## src/rtl/fetch_pkg.sv

```systemverilog
// Shared definitions for the instruction fetch front end: widths, default
// memory geometry and the fetch FSM state encoding.
package fetch_pkg;

  localparam int XLEN   = 32;
  localparam int INST_W = 32;
  localparam int FIFO_W = XLEN + INST_W;

  localparam logic [XLEN-1:0] RESET_PC_DEFAULT   = 32'h0000_0000;
  localparam int              IMEM_WORDS_DEFAULT = 128;

  typedef enum logic {
    RUN  = 1'b0,
    HALT = 1'b1
  } fetch_state_t;

endpackage

```

## src/rtl/fetch_skid_fifo.sv

```systemverilog
// Two-entry FIFO buffering fetched {pc, inst} pairs between memory and decode.
// Push while full is only accepted together with a pop; pop while empty is ignored.
module fetch_skid_fifo
  import fetch_pkg::*;
#(
  parameter int W = FIFO_W
) (
  input  logic         clk,
  input  logic         reset,
  input  logic         push,
  input  logic [W-1:0] wdata,
  input  logic         pop,
  input  logic         flush,
  output logic [W-1:0] rdata,
  output logic [1:0]   count
);

  logic [W-1:0] mem [2];
  logic         wr_ptr;
  logic         rd_ptr;
  logic         pop_ok;
  logic         push_ok;

  assign pop_ok  = pop && (count != 2'd0);
  assign push_ok = push && ((count != 2'd2) || pop_ok);
  assign rdata   = mem[rd_ptr];

  always_ff @(posedge clk) begin
    if (reset || flush) begin
      wr_ptr <= 1'b0;
      rd_ptr <= 1'b0;
      count  <= 2'd0;
    end else begin
      if (push_ok) wr_ptr <= ~wr_ptr;
      if (pop_ok)  rd_ptr <= ~rd_ptr;
      count <= count + {1'b0, push_ok} - {1'b0, pop_ok};
    end
  end

  // Payload storage needs no reset; count gates every read.
  always_ff @(posedge clk) begin
    if (!reset && !flush && push_ok) mem[wr_ptr] <= wdata;
  end

endmodule

```

## src/rtl/fetch_controller.sv

```systemverilog
// Instruction fetch controller: issues sequential PCs to a one-cycle-latency
// instruction memory, buffers returns in a 2-entry FIFO and hands them to decode.
// Decode handshake: a word transfers in any cycle where if_valid && if_ready;
// if_inst/if_pc hold while if_valid is high and if_ready is low.
module fetch_controller
  import fetch_pkg::*;
#(
  parameter logic [XLEN-1:0] RESET_PC   = RESET_PC_DEFAULT,
  parameter int              IMEM_WORDS = IMEM_WORDS_DEFAULT
) (
  input  logic              clk,
  input  logic              reset,
  input  logic              fetch_en,
  input  logic              redirect_valid,
  input  logic [XLEN-1:0]   redirect_pc,
  output logic [XLEN-1:0]   imem_addr,
  input  logic [INST_W-1:0] imem_inst,
  output logic              if_valid,
  input  logic              if_ready,
  output logic [INST_W-1:0] if_inst,
  output logic [XLEN-1:0]   if_pc,
  output logic              halted,
  output fetch_state_t      dbg_state,
  output logic [1:0]        dbg_fifo_count
);

  localparam logic [XLEN-1:0] PC_LIMIT = XLEN'(IMEM_WORDS * 4);

  fetch_state_t    state_q, state_d;
  logic [XLEN-1:0] pc_q, pc_d;
  logic            inflight_q, inflight_d;
  logic [XLEN-1:0] inflight_pc_q, inflight_pc_d;

  logic [1:0]        fifo_count;
  logic [FIFO_W-1:0] fifo_head;
  logic              pop;
  logic              push;
  logic [2:0]        occupancy;
  logic [XLEN-1:0]   redirect_target;
  logic              pc_in_range;

  assign redirect_target = redirect_pc & ~32'h3;
  assign pc_in_range     = pc_q < PC_LIMIT;

  assign imem_addr = pc_q;
  assign if_valid  = (fifo_count != 2'd0) && !redirect_valid;
  assign pop       = if_valid && if_ready;
  assign push      = inflight_q && !redirect_valid;
  assign if_pc     = fifo_head[FIFO_W-1:INST_W];
  assign if_inst   = fifo_head[INST_W-1:0];
  assign halted    = (state_q == HALT);

  assign dbg_state      = state_q;
  assign dbg_fifo_count = fifo_count;

  // Entries the FIFO will hold once this cycle's pop and inflight return land;
  // issuing only at <=1 leaves room for the response that comes back next cycle.
  assign occupancy = {1'b0, fifo_count} + {2'b00, inflight_q} - {2'b00, pop};

  always_comb begin
    state_d       = state_q;
    pc_d          = pc_q;
    inflight_d    = 1'b0;
    inflight_pc_d = inflight_pc_q;
    case (state_q)
      RUN: begin
        if (redirect_valid) begin
          pc_d = redirect_target;
        end else if (fetch_en && pc_in_range && (occupancy <= 3'd1)) begin
          inflight_d    = 1'b1;
          inflight_pc_d = pc_q;
          pc_d          = pc_q + 32'd4;
        end else if (!pc_in_range && !inflight_q && (fifo_count == 2'd0)) begin
          state_d = HALT;
        end
      end
      HALT: begin
        if (redirect_valid) begin
          pc_d = redirect_target;
          if (redirect_target < PC_LIMIT) state_d = RUN;
        end
      end
      default: state_d = RUN;
    endcase
  end

  always_ff @(posedge clk) begin
    if (reset) begin
      state_q       <= RUN;
      pc_q          <= RESET_PC;
      inflight_q    <= 1'b0;
      inflight_pc_q <= '0;
    end else begin
      state_q       <= state_d;
      pc_q          <= pc_d;
      inflight_q    <= inflight_d;
      inflight_pc_q <= inflight_pc_d;
    end
  end

  fetch_skid_fifo #(.W(FIFO_W)) u_fifo (
    .clk   (clk),
    .reset (reset),
    .push  (push),
    .wdata ({inflight_pc_q, imem_inst}),
    .pop   (pop),
    .flush (redirect_valid),
    .rdata (fifo_head),
    .count (fifo_count)
  );

endmodule

```

## config.mk

```make
export PLATFORM = sky130hd
export DESIGN_NAME = fetch_controller
export DESIGN_NICKNAME = d
export VERILOG_FILES = /design/src/rtl/fetch_pkg.sv /design/src/rtl/fetch_skid_fifo.sv /design/src/rtl/fetch_controller.sv
export SDC_FILE = /design/constraint.sdc
export NUM_CORES = 1
export LEC_CHECK = 0
export ABC_CLOCK_PERIOD_IN_PS = 9960
export CAP_MARGIN = 5
export CORE_MARGIN = 8
export CORE_UTILIZATION = 50
export CTS_CLUSTER_DIAMETER = 150
export DETAILED_ROUTE_END_ITERATION = 12
export GPL_ROUTABILITY_DRIVEN = 0
export GPL_TIMING_DRIVEN = 0
export MAX_ROUTING_LAYER = met4
export PLACE_DENSITY = 0.8
export SLEW_MARGIN = 20
export SYNTH_ARGS = -nofsm -noshare
export SYNTH_HDL_FRONTEND = slang
export SYNTH_SLANG_ARGS = --single-unit
```

## constraint.sdc

```tcl
create_clock -name clk -period 9.96 [get_ports clk]
set_input_delay 2.988 -clock clk [delete_from_list [all_inputs] [get_ports clk]]
set_output_delay 2.988 -clock clk [all_outputs]
set_load 0.02 [all_outputs]
```

After elaboration in Yosys (flattened, before gate mapping)
Memories as Yosys holds them, arrays and structs flattened. A register that Yosys moved wholly into a read port is not among the register bits.
Cells that the tools add are included.
{"block": "classes", "n_mul": 0, "shifts": 0, "n_reduce_logical": 22, "n_div": 0, "add_sub_neg": 5, "eq_ne": 3, "order_cmp": 3, "mux": 15, "bitwise_logic": 4}
{"operator": "$mux W32", "n": 3}
{"operator": "$lt A32 B10 Y1 const B", "n": 2}
{"operator": "$pmux W32 S2", "n": 1}
{"operator": "$add A32 B3 Y32 const B", "n": 1}
{"operator": "$logic_and A1 B1 Y1", "n": 11}
{"operator": "$mux W1", "n": 10}
{"operator": "$logic_not A1 Y1", "n": 4}
{"operator": "$ne A2 B2 Y1 const B", "n": 2}
{"operator": "$not A1 Y1", "n": 4}
{"operator": "$add A2 B1 Y3", "n": 1}
{"operator": "$le A3 B1 Y1 const B", "n": 1}
{"operator": "$ne A3 B3 Y1 const B", "n": 1}
{"operator": "$reduce_and A3 Y1", "n": 1}
{"operator": "$reduce_or A3 Y1", "n": 1}
{"operator": "$sub A3 B1 Y3", "n": 1}
{"operator": "$add A2 B1 Y2", "n": 1}
{"operator": "$logic_not A2 Y1", "n": 1}
{"operator": "$logic_or A1 B1 Y1", "n": 2}
{"operator": "$pmux W1 S2", "n": 1}
{"operator": "$reduce_and A2 Y1", "n": 1}
{"operator": "$reduce_bool A2 Y1", "n": 1}
{"operator": "$sub A2 B1 Y2", "n": 1}
{"block": "word_totals", "reg_bits": 70, "ram_bits": 128, "rom_bits": 0, "inputBits": 69, "n_memories": 1, "latchBits": 0, "output_inout_bits": 101}
{"memory": "u_fifo.mem", "depth": 2, "word_bits": 64, "rd": 1, "rd_clocked_by_memory_dff": 1, "write_ports": 1, "line": "fetch_skid_fifo.sv:18", "rtl": "logic [W-1:0] mem [2];"}

Longest topological paths before layout
Gate-level depths: netlist of the first run.
{"block": "depth", "word_depth": 9, "depth_mapped": 14}

Hierarchy
A second synthesis of the first run with hierarchy kept.
{"block": "hier_totals", "cells_unflattened": 526, "area_unflattened_um2": 7883.8}
{"module": "fetch_skid_fifo", "area_per_inst_um2": 5118.7, "n_inst": 1, "cells_each": 223}
{"module": "fetch_controller", "area_per_inst_um2": 2765.2, "n_inst": 1, "cells_each": 303}

Worst setup path before layout of the first run
OpenSTA, ideal clock, no wires.
{"block": "synth_path", "path_type": "in2reg", "startpoint": "input port redirect_valid", "endpoint": "memory u_fifo.mem[0][0] (netlist bit), enable pin", "arrival_ps": 8171, "setup_ps": 571, "setup_slack_ps": 1217, "path_buffers": 1, "required_ps": 9389, "cell_stages": 4, "cell_sequence": "buf_2 inv_1 o311a_1 nor3b_1"}
{"block": "synth_between", "elab_chain_len": 9, "elab_cells_between_ends": 11}
{"item": "start: declaration", "line": "fetch_controller.sv:14", "rtl": "input logic redirect_valid,"}
{"item": "$logic_not A1 Y1 (*)", "line": "fetch_controller.sv:46, fetch_controller.sv:48"}
{"item": "$logic_and A1 B1 Y1", "line": "fetch_controller.sv:46", "rtl": "assign if_valid = (fifo_count != 2'd0) && !redirect_valid;"}
{"item": "$logic_and A1 B1 Y1", "line": "fetch_controller.sv:47", "rtl": "assign pop = if_valid && if_ready;"}
{"item": "$logic_and A1 B1 Y1", "line": "fetch_skid_fifo.sv:24", "rtl": "assign pop_ok = pop && (count != 2'd0);"}
{"item": "$logic_or A1 B1 Y1", "line": "fetch_skid_fifo.sv:25", "rtl": "assign push_ok = push && ((count != 2'd2) || pop_ok);"}
{"item": "$logic_and A1 B1 Y1 (*)", "line": "fetch_skid_fifo.sv:25"}
{"item": "named net u_fifo.push_ok", "line": "fetch_skid_fifo.sv:22", "rtl": "logic push_ok;"}
{"item": "$logic_and A1 B1 Y1 (*)", "line": "fetch_skid_fifo.sv:42", "rtl": "if (!reset && !flush && push_ok) mem[wr_ptr] <= wdata;"}
{"item": "$mux W1 (*)", "line": "fetch_skid_fifo.sv:42"}
{"item": "$mux W1 (implied by the code) (*)", "line": "fetch_skid_fifo.sv:42"}
{"item": "end: declaration", "line": "fetch_skid_fifo.sv:18"}
The timed path passes the listed nets; every way through them passes the cells marked *.

Worst setup path in the final report of the first run
{"block": "layout_path", "startpoint": "input port redirect_valid", "endpoint": "output port if_valid"}
{"block": "layout_between", "elab_chain_len": 2}
{"item": "$logic_not A1 Y1", "line": "fetch_controller.sv:46"}
{"item": "$logic_and A1 B1 Y1", "line": "fetch_controller.sv:46"}
{"item": "end: declaration", "line": "fetch_controller.sv:18", "rtl": "output logic if_valid,"}
No other way between the ends.

==> run summary, run 1 <==
R2R depth: 14
Routed len/inst: 19.5 um
Most common cell after layout, fill and taps aside: clkdlybuf4s50_1
Avg Vias per Cell: 5.69
Worst-path maximum fanout: 10
Post-synth cell types: 52
ANT nets after route: 0
Clock root buffer: clkbuf_16
CTS H-Tree Depth: 4
CP endpoint: if_valid
ANT cells: 0
Fmax: 130 MHz
Ys async rst share: 0%
Final Non-Filler Cells: 914
Total track usage: 19.0%
Placed cells: 882
Post-CTS Setup Inserts: 0
Syn Inst Count: 525
Initial core utilization: 51.3%
Wirelength, routed: 17900 um
Fin. Hold Viols: 0
Proportion of layout cells with a drive suffix above 1: 17.1%
Post-place setup slack: 2.29 ns
Clock Path Buffers: 2
Slew Viols, Final: 0
Drt drc: 0
First-pass GRT wire length: 28100 um
Register area: 0.00506 sq mm
Total of max-cap violations: 0
Reg clk slew, reported paths: 0.07 ns
Flops & latches, synth: 191
Final core utilization: 68.8%
# rows: 44
Count of flip-flops with a built-in enable after synthesis: 124
Synth Flop Type: edfxtp_1
Clk sinks: 191
RSZ-0062 raised after global routing: false
Post-cts resize count: 0
Register area share after synthesis: 68.0%
Die area: 0.0191 sq mm
FILL cells: 1032
Hold Slack: 0.448 ns
Mapped Area: 0.00745 sq mm
I/O pins: 170
Critical path launch point: redirect_valid
Clk Latency, worst-skew pair: 0.43 ns
Slew headroom: 45.3%
Most frequent cells in the layout: 162 x clkdlybuf4s50_1, 124 x edfxtp_1, 67 x dfxtp_1
Drt pass-1 iters: 6
Fin crit share: 77.4%
Status: completed
Syn Area/Cell: 14.2 sq um
Die H: 138 um
Nets@finish: 792
Setup Skew: 0.0114 ns
R2R Path End: imem_addr[5]
CP endpoint kind: output pin
Worst hold path class: reg2reg
CTS buffer count: 17
DP HPWL: 12900 um
Reg2Reg Launch Point: u_fifo.count[1]
R2r setup slk: 6.59 ns
Hold-fix buffers, CTS: 0
Port bufs: 162
CTS tree: built
Transition time of the tightest slew-check pin: 0.818 ns
Yosys warns: 0
Initial antenna violation count: 0
Slack of the critical path: 2.25 ns
CP arrival: 4.72 ns
Leakage power: 3.34 nW
WS Path Type: in2out
Initial detailed-routing violation count: 370
Global route total overflow: 0
VDD IR-drop max: 0.000125 V
Vias: 5199
Worst EP required: 6.97 ns
Core box area: 0.0145 sq mm
Crit start category: primary input
Area of the multi-input gates: 0.00220 sq mm
Number of global-route vias before repair: 5397
Final setup viols: 0
Power per cell area: 163 mW/mm^2
Fin crit period: 7.71 ns
Largest net degree at the start of global routing: 55
Area grow syn2layout: 34.2%
Die width: 138 um
==> registers in the layout, summed over array words and instances, names as in the netlist, named ones only <==
register,flops
dbg_state,1
u_fifo.wr_ptr,1
u_fifo.count,2
u_fifo.mem,124
inflight_pc_q,30
u_fifo.rd_ptr,1
inflight_q,1
imem_addr,30
==> critical path: stages <==
cell and delay (ns):
clkdlybuf4s50_1 0.52, buf_2 0.27, a21oi_1 0.24, clkdlybuf4s50_1 0.70
==> final cells by class <==
type / instances / share of cell area [%]
tap: 184 / 2.30
inverter: 9 / 0.338
timing repair buffer: 170 / 17.1
clock inverter: 14 / 1.61
clock buffer: 18 / 4.29
buffer: 33 / 1.74
multi-input combinational: 295 / 22.0
sequential: 191 / 50.6
==> kinds of logic (layout without fill, tap and decap cells) <==
| family | Yosys count | in the layout | synth area share [%] |
|---|---|---|---|
| AOI/OAI and AO/OA | 63 | 63 | 6.13 |
| xor gates and xnor gates | 6 | 6 | 0.705 |
| adders and majority gates | 6 | 6 | 1.11 |
| buffers and inverters | 42 | 244 | 2.79 |
| DFF | 191 | 191 | 68.0 |
| muxes | 73 | 73 | 10.8 |
| other | 1 | 4 | 0.0503 |
| and+or+nand+nor | 143 | 143 | 10.4 |
==> worst min path at each step <==
stage | to | slack, ns | startpoint | cells past startpoint
after floorplan | u_fifo.mem[0][41] | 0.42 | inflight_pc_q[9] | 0
after global placement | u_fifo.mem[1][56] | 0.43 | inflight_pc_q[24] | 0
after detailed placement | u_fifo.mem[0][57] | 0.43 | inflight_pc_q[25] | 0
after CTS | u_fifo.mem[1][57] | 0.45 | inflight_pc_q[25] | 0
after global routing | u_fifo.mem[1][57] | 0.47 | inflight_pc_q[25] | 0
final | u_fifo.mem[0][57] | 0.45 | inflight_pc_q[25] | 0
==> cells in the mapped netlist (3+ instances only) <==
cell type  count  area share, %
o211ai_1       5           0.50
mux2i_1       11            1.5
nand3_1       11           0.74
buf_6          3           0.45
edfxtp_1     124             50
xnor2_1        5           0.59
a22o_1         9            1.1
buf_4          6           0.60
nor3_1         7           0.47
inv_1          9           0.45
and2_1         3           0.25
nand4_1        8           0.67
nor4_1        12            1.0
mux2_2        62            9.4
nor2_1        28            1.4
o31ai_1        7           0.71
buf_2          3           0.20
o21ai_0       11           0.74
clkbuf_1      20            1.0
and3_1        25            2.1
a21oi_1       11           0.74
ha_1           5           0.84
nand2_1       34            1.7
dfxtp_1       67             18
a211oi_1       5           0.50
==> power by group <==
group | leakage, nW | switching (mW) | internal, mW
sequential | 1.55 | 0.0141 | 0.845
combinational | 1.52 | 0.0524 | 0.0533
clock | 0.271 | 0.296 | 0.374
total | 3.34 | 0.362 | 1.27
==> stage by stage <==
step / TNS (ns) / total power [mW] / cell area (sq um)
5_1_grt: 0 / 1.69 / 10000
6_report: 0 / 1.63 / 10000
2_1_floorplan: 0 / 0.920 / 7460
3_5_place_dp: 0 / 0.980 / 9410
3_3_place_gp: -122.45 / 0.977 / 9320
4_1_cts: 0 / 1.64 / 10000
==> layer usage <==
layer  vias up  GRT usage (%)  wire length (um)
met5         -              -                 0
met4         0           8.58               463
met2       286           28.9              8280
met1      2499           23.2              7730
met3        43           5.38              1390
li1       2371              -                 -
No activity file was read; power rests on OpenSTA's default activity.
==> inputs of run 2 (changes only) <==
--- a/config.mk
+++ b/config.mk
@@ -5,7 +5,7 @@
 export SDC_FILE = /design/constraint.sdc
 export NUM_CORES = 1
 export LEC_CHECK = 0
-export ABC_CLOCK_PERIOD_IN_PS = 9960
+export ABC_CLOCK_PERIOD_IN_PS = 7800
 export CAP_MARGIN = 5
 export CORE_MARGIN = 8
 export CORE_UTILIZATION = 50
==> constraint.sdc (replaced) <==
create_clock -name clk -period 7.8 [get_ports clk]
set_input_delay 2.34 -clock clk [delete_from_list [all_inputs] [get_ports clk]]
set_output_delay 2.34 -clock clk [all_outputs]
set_load 0.02 [all_outputs]
==> run 2 against run 1 <==
Against the previous run: critical path depth unchanged; wire length down 1.7%; sequential share of layout area up 0.070 points; clock skew down 0.0018 ns; largest cell class unchanged; largest power group unchanged; highest routed layer unchanged.
==> run summary, run 2 (synthesis results as in run 1) <==
Status: completed
PnR Total Power: 2.07 mW (+26%)
Met2 Wirelength: 7990 um (-3.5%)
Port bufs: 162 (unchanged)
Slew Viols, Final: 0 (unchanged)
Die H: 138 um (unchanged)
Slew headroom: 47.2% (+1.9 points)
Register bank with the most flops: u_fifo.mem
Proportion of layout cells with a drive suffix above 1: 16.4% (-0.75 points)
Reg clk slew, reported paths: 0.07 ns (about the same)
Final setup viols: 0 (unchanged)
VDD IR-drop max: 0.000148 V (+18%)
Crit start category: primary input
Total of max-cap violations: 0 (unchanged)
Initial detailed-routing violation count: 304 (-18%)
Total track usage: 18.5% (-0.55 points)
Initial core utilization: 51.3% (unchanged)
CTS buffer count: 17 (unchanged)
Die area: 0.0191 sq mm (unchanged)
WS Path Type: in2out
CTS tree: built
Vias: 5080 (-2.3%)
Most common cell after layout, fill and taps aside: clkdlybuf4s50_1
DR WL met3: 1370 um (-1.2%)
Fin crit share: 82.6%
Clk sinks: 191 (unchanged)
Largest net degree at the start of global routing: 52 (-5.5%)
M1 WL: 7880 um (+1.9%)
Hold-fix buffers, CTS: 0 (unchanged)
Worst-path maximum fanout: 10 (unchanged)
CP arrival: 4.10 ns (-0.62 ns)
Drt drc: 0 (unchanged)
Fin crit period: 6.44 ns
Drt pass-1 iters: 7 (+1)
Die width: 138 um (unchanged)
Max reg flops: 124 (unchanged)
I/O pins: 170 (unchanged)
CTS H-Tree Depth: 4 (unchanged)
Setup Skew: 0.00966 ns (-0.00179 ns)
Number of global-route vias before repair: 5266 (-2.4%)
Routed len/inst: 19.3 um (-1.3%)
Leakage power: 3.32 nW (-0.39%)
Clock root buffer: clkbuf_16
DP HPWL: 12500 um (-3.5%)
Global route total overflow: 0 (unchanged)
ANT nets after route: 0 (unchanged)
Core box area: 0.0145 sq mm (unchanged)
Worst EP required: 5.46 ns (-1.51 ns)
Post-cts resize count: 0 (unchanged)
ANT cells: 0 (unchanged)
Transition time of the tightest slew-check pin: 0.792 ns (-0.0261 ns)
Avg Vias per Cell: 5.58 (-2.0%)
Fin. Hold Viols: 0 (unchanged)
Nets@finish: 789 (-0.38%)
Clk Latency, worst-skew pair: 0.43 ns (about the same)
Final core utilization: 68.7% (-0.095 points)
Power per cell area: 207 mW/mm^2 (+27%)
First-pass GRT wire length: 27500 um (-2.4%)
Highest Signal Layer: met4
Most frequent cells in the layout: 162 x clkdlybuf4s50_1, 124 x edfxtp_1, 67 x dfxtp_1
Clock Path Buffers: 2 (unchanged)
RSZ-0062 raised after global routing: false
Wirelength, routed: 17600 um (-1.7%)
Area grow syn2layout: 34.0%
Fmax: 155 MHz
Post-CTS Setup Inserts: 0 (unchanged)
Initial antenna violation count: 0 (unchanged)
CP endpoint kind: output pin
# rows: 44 (unchanged)
FILL cells: 1026 (-0.58%)
Worst hold path class: reg2reg
[run 2: power by group]
group	internal [mW]	total [mW]	switching [mW]
clock network	0.471	0.835	0.363
registers	1.08	1.10	0.0183
logic	0.0681	0.135	0.0666
total	1.62	2.07	0.448
[run 2: routing by layer]
metal | track usage, % | vias up
met4 | 8.18 | 0
met2 | 27.7 | 280
met3 | 5.10 | 39
met5 | - | -
met1 | 23.0 | 2400
li1 | - | 2361
[run 2: area by class of cell]
class                      instances  area, sq um  share of cell area, %
inverter                           9         33.8                  0.338
clock buffer                      18          429                   4.30
multi-input combinational        295         2210                   22.1
clock inverter                    14          141                   1.42
timing repair buffer             167         1710                   17.1
sequential                       191         5060                   50.7
buffer                            33          174                   1.74
tap                              184          230                   2.31
[run 2: stage by stage]
stage	std cells	instance area (sq um)	setup slack, ns	hold slack, ns	setup TNS (ns)
after detailed placement	879	9420	1.40	0.429	0
after CTS	911	9990	1.39	0.446	0
after floorplan	528	7470	1.94	0.417	0
after global routing	911	9990	1.33	0.464	0
after global placement	874	9320	-0.145	0.426	-8.78
final	911	9990	1.36	0.444	0
[run 2: worst paths after layout]
kind | cells after the start | slack, ns | start | to
worst max-delay path | 4 | 1.36 | redirect_valid | if_valid
worst max register to register | 14 | 4.41 | u_fifo.count[1] | imem_addr[5]
worst min register to register | 0 | 0.44 | inflight_pc_q[27] | u_fifo.mem[0][59]
worst min-delay path | 0 | 0.44 | inflight_pc_q[27] | u_fifo.mem[0][59]
[run 2: critical path, stage by stage]
cell             delay, ns
clkdlybuf4s50_1       0.54
buf_2                 0.27
a21oi_1               0.23
clkdlybuf4s50_1       0.71
==> inputs of run 3 (changes only) <==
--- a/config.mk
+++ b/config.mk
@@ -5,16 +5,16 @@
 export SDC_FILE = /design/constraint.sdc
 export NUM_CORES = 1
 export LEC_CHECK = 0
-export ABC_CLOCK_PERIOD_IN_PS = 7800
+export ABC_CLOCK_PERIOD_IN_PS = 5400
 export CAP_MARGIN = 5
 export CORE_MARGIN = 8
-export CORE_UTILIZATION = 50
+export CORE_UTILIZATION = 45
 export CTS_CLUSTER_DIAMETER = 150
 export DETAILED_ROUTE_END_ITERATION = 12
 export GPL_ROUTABILITY_DRIVEN = 0
 export GPL_TIMING_DRIVEN = 0
 export MAX_ROUTING_LAYER = met4
-export PLACE_DENSITY = 0.8
+export PLACE_DENSITY = 0.76
 export SLEW_MARGIN = 20
 export SYNTH_ARGS = -nofsm -noshare
 export SYNTH_HDL_FRONTEND = slang
==> constraint.sdc (replaced) <==
create_clock -name clk -period 5.4 [get_ports clk]
set_input_delay 1.62 -clock clk [delete_from_list [all_inputs] [get_ports clk]]
set_output_delay 1.62 -clock clk [all_outputs]
set_load 0.02 [all_outputs]
==> run 3 against run 2 <==
Against the previous run: critical path type unchanged; worst setup slack worse by 0.91 ns; register-to-register slack worse by 2.4 ns; flip-flop and latch count stayed put; critical endpoint unchanged; combinational power is 43% higher; sequential power is 45% higher; sequential share of layout area is 0.18 points lower; power is 42% higher; hold slack better by 0.0011 ns; non-clock buffer count stayed put.
==> run summary, run 3 (synthesis results as in run 1) <==
Slack of the critical path: 0.450 ns (-0.909 ns)
Transition time of the tightest slew-check pin: 0.894 ns (+0.102 ns)
CP arrival: 3.33 ns (-0.77 ns)
Core box area: 0.0164 sq mm (+13%)
ANT cells: 0 (unchanged)
Clock Path Buffers: 2 (unchanged)
Die H: 145 um (+4.8%)
# rows: 47 (+6.8%)
Number of global-route vias before repair: 5225 (-0.78%)
Slew Viols, Final: 0 (unchanged)
Total track usage: 17.0% (-1.4 points)
Reg2Reg Launch Point: u_fifo.count[1]
VDD IR-drop max: 0.000215 V (+46%)
Status: completed
CTS tree: built
Worst EP required: 3.78 ns (-1.68 ns)
HP Start: inflight_pc_q[12]
Register area: 0.00506 sq mm (unchanged)
DP HPWL: 12600 um (+1.2%)
Endpoint of the worst hold-timing path: u_fifo.mem[0][44]
Clk Latency, worst-skew pair: 0.42 ns (about the same)
Leakage power: 3.33 nW (about the same)
Proportion of layout cells with a drive suffix above 1: 16.4% (+0.023 points)
Worst hold path class: reg2reg
Avg Vias per Cell: 5.34 (-4.2%)
Routed len/inst: 18.3 um (-5.2%)
Initial antenna violation count: 0 (unchanged)
Post-cts resize count: 0 (unchanged)
I/O pins: 170 (unchanged)
Final Non-Filler Cells: 946 (+3.8%)
Port bufs: 162 (unchanged)
Wirelength, routed: 17300 um (-1.5%)
Global route total overflow: 0 (unchanged)
CTS buffer count: 17 (unchanged)
Vias: 5052 (-0.55%)
Setup TNS: 0 ns (unchanged)
Area grow syn2layout: 34.5%
Final setup viols: 0 (unchanged)
Total of max-cap violations: 0 (unchanged)
Post-place setup slack: 0.175 ns (-1.22 ns)
Die width: 145 um (+4.8%)
Clock root buffer: clkbuf_16
Drt drc: 0 (unchanged)
Worst Hold Path Cells: 0 (unchanged)
Most common cell after layout, fill and taps aside: clkdlybuf4s50_1
CP endpoint kind: output pin
RSZ-0062 raised after global routing: false
R2R Path End: imem_addr[8]
Reg clk slew, reported paths: 0.07 ns (about the same)
Register bank with the most flops: u_fifo.mem
Die area: 0.0209 sq mm (+9.8%)
Area of the multi-input gates: 0.00221 sq mm (unchanged)
Initial detailed-routing violation count: 303 (-0.33%)
Crit start category: primary input
Placed cells: 915 (+4.1%)
Largest net degree at the start of global routing: 50 (-3.8%)
Fmax: 202 MHz
Slew headroom: 40.3% (-6.8 points)
Initial core utilization: 45.4% (-5.9 points)
ANT nets after route: 0 (unchanged)
Fin. Hold Viols: 0 (unchanged)
Setup Skew: 0.00885 ns (-0.000810 ns)
Max reg flops: 124 (unchanged)
R2r setup slk: 2.00 ns (-2.41 ns)
R2R depth: 14 (unchanged)
Nets@finish: 789 (unchanged)
Clk sinks: 191 (unchanged)
Fin crit period: 4.95 ns
Power per cell area: 292 mW/mm^2 (+41%)
CTS H-Tree Depth: 4 (unchanged)
Fin crit share: 91.7%
Drt pass-1 iters: 5 (-2)
Worst-path maximum fanout: 10 (unchanged)
Hold-fix buffers, CTS: 0 (unchanged)
Most frequent cells in the layout: 162 x clkdlybuf4s50_1, 124 x edfxtp_1, 67 x dfxtp_1
FILL cells: 1221 (+19%)
Post-CTS Setup Inserts: 0 (unchanged)
WS Path Type: in2out
First-pass GRT wire length: 26500 um (-3.4%)
-- run 3: cell types whose count changed in the layout (fill, tap and decap cells not counted), sizes merged --
| cell | delta |
|---|---|
| bufinv | -2 |
| clkinvlp | -2 |
| clkinv | -5 |
| clkbuf | +4 |
| inv | +4 |
-- run 3: metrics by stage --
| step | total power, mW | hold slack, ns | util [%] | instance area (sq um) |
|---|---|---|---|---|
| 2_1_floorplan | 1.70 | 0.417 | - | 7470 |
| 3_3_place_gp | 1.80 | 0.426 | 57.1 | 9370 |
| 3_5_place_dp | 1.81 | 0.432 | 57.7 | 9470 |
| 4_1_cts | 2.96 | 0.446 | 61.1 | 10000 |
| 5_1_grt | 3.03 | 0.466 | 61.1 | 10000 |
| 6_report | 2.93 | 0.445 | 61.1 | 10000 |
-- run 3: worst max path at each step --
| stage | from | endpoint | slack, ns | cells after the start |
|---|---|---|---|---|
| floorplan | redirect_valid | u_fifo.mem[0][0] | 0.26 | 4 |
| global placement | redirect_valid | u_fifo.mem[0][15] | -1.82 | 5 |
| detailed placement | redirect_valid | imem_addr[8] | 0.18 | 15 |
| CTS | redirect_valid | if_valid | 0.46 | 4 |
| global route | redirect_valid | imem_addr[8] | 0.31 | 15 |
| finish | redirect_valid | if_valid | 0.45 | 4 |
-- run 3: area by class of cell --
cell class	count	share of cell area [%]
buffer	33	1.74
clock buffer	22	4.74
clock inverter	9	0.736
inverter	9	0.337
multi-input combinational	295	22.0
sequential	191	50.5
tap	220	2.75
timing repair buffer	167	17.1
-- run 3: worst max-delay path: stages --
cell,delay (ns)
clkdlybuf4s50_1,0.53
buf_2,0.28
a21oi_1,0.21
clkdlybuf4s50_1,0.69
-- run 3: power by group --
part	leakage, nW	switching [mW]	internal (mW)
clock	0.269	0.516	0.636
sequential	1.55	0.0269	1.56
combinational	1.51	0.0946	0.0984
-- run 3: per-layer routing --
metal,wire length [um],track usage [%],share of wire (%)
met2,7980,26.8,46
met4,373,6.90,2.2
met1,7530,20.3,44
met5,0,-,0
met3,1420,4.99,8.2
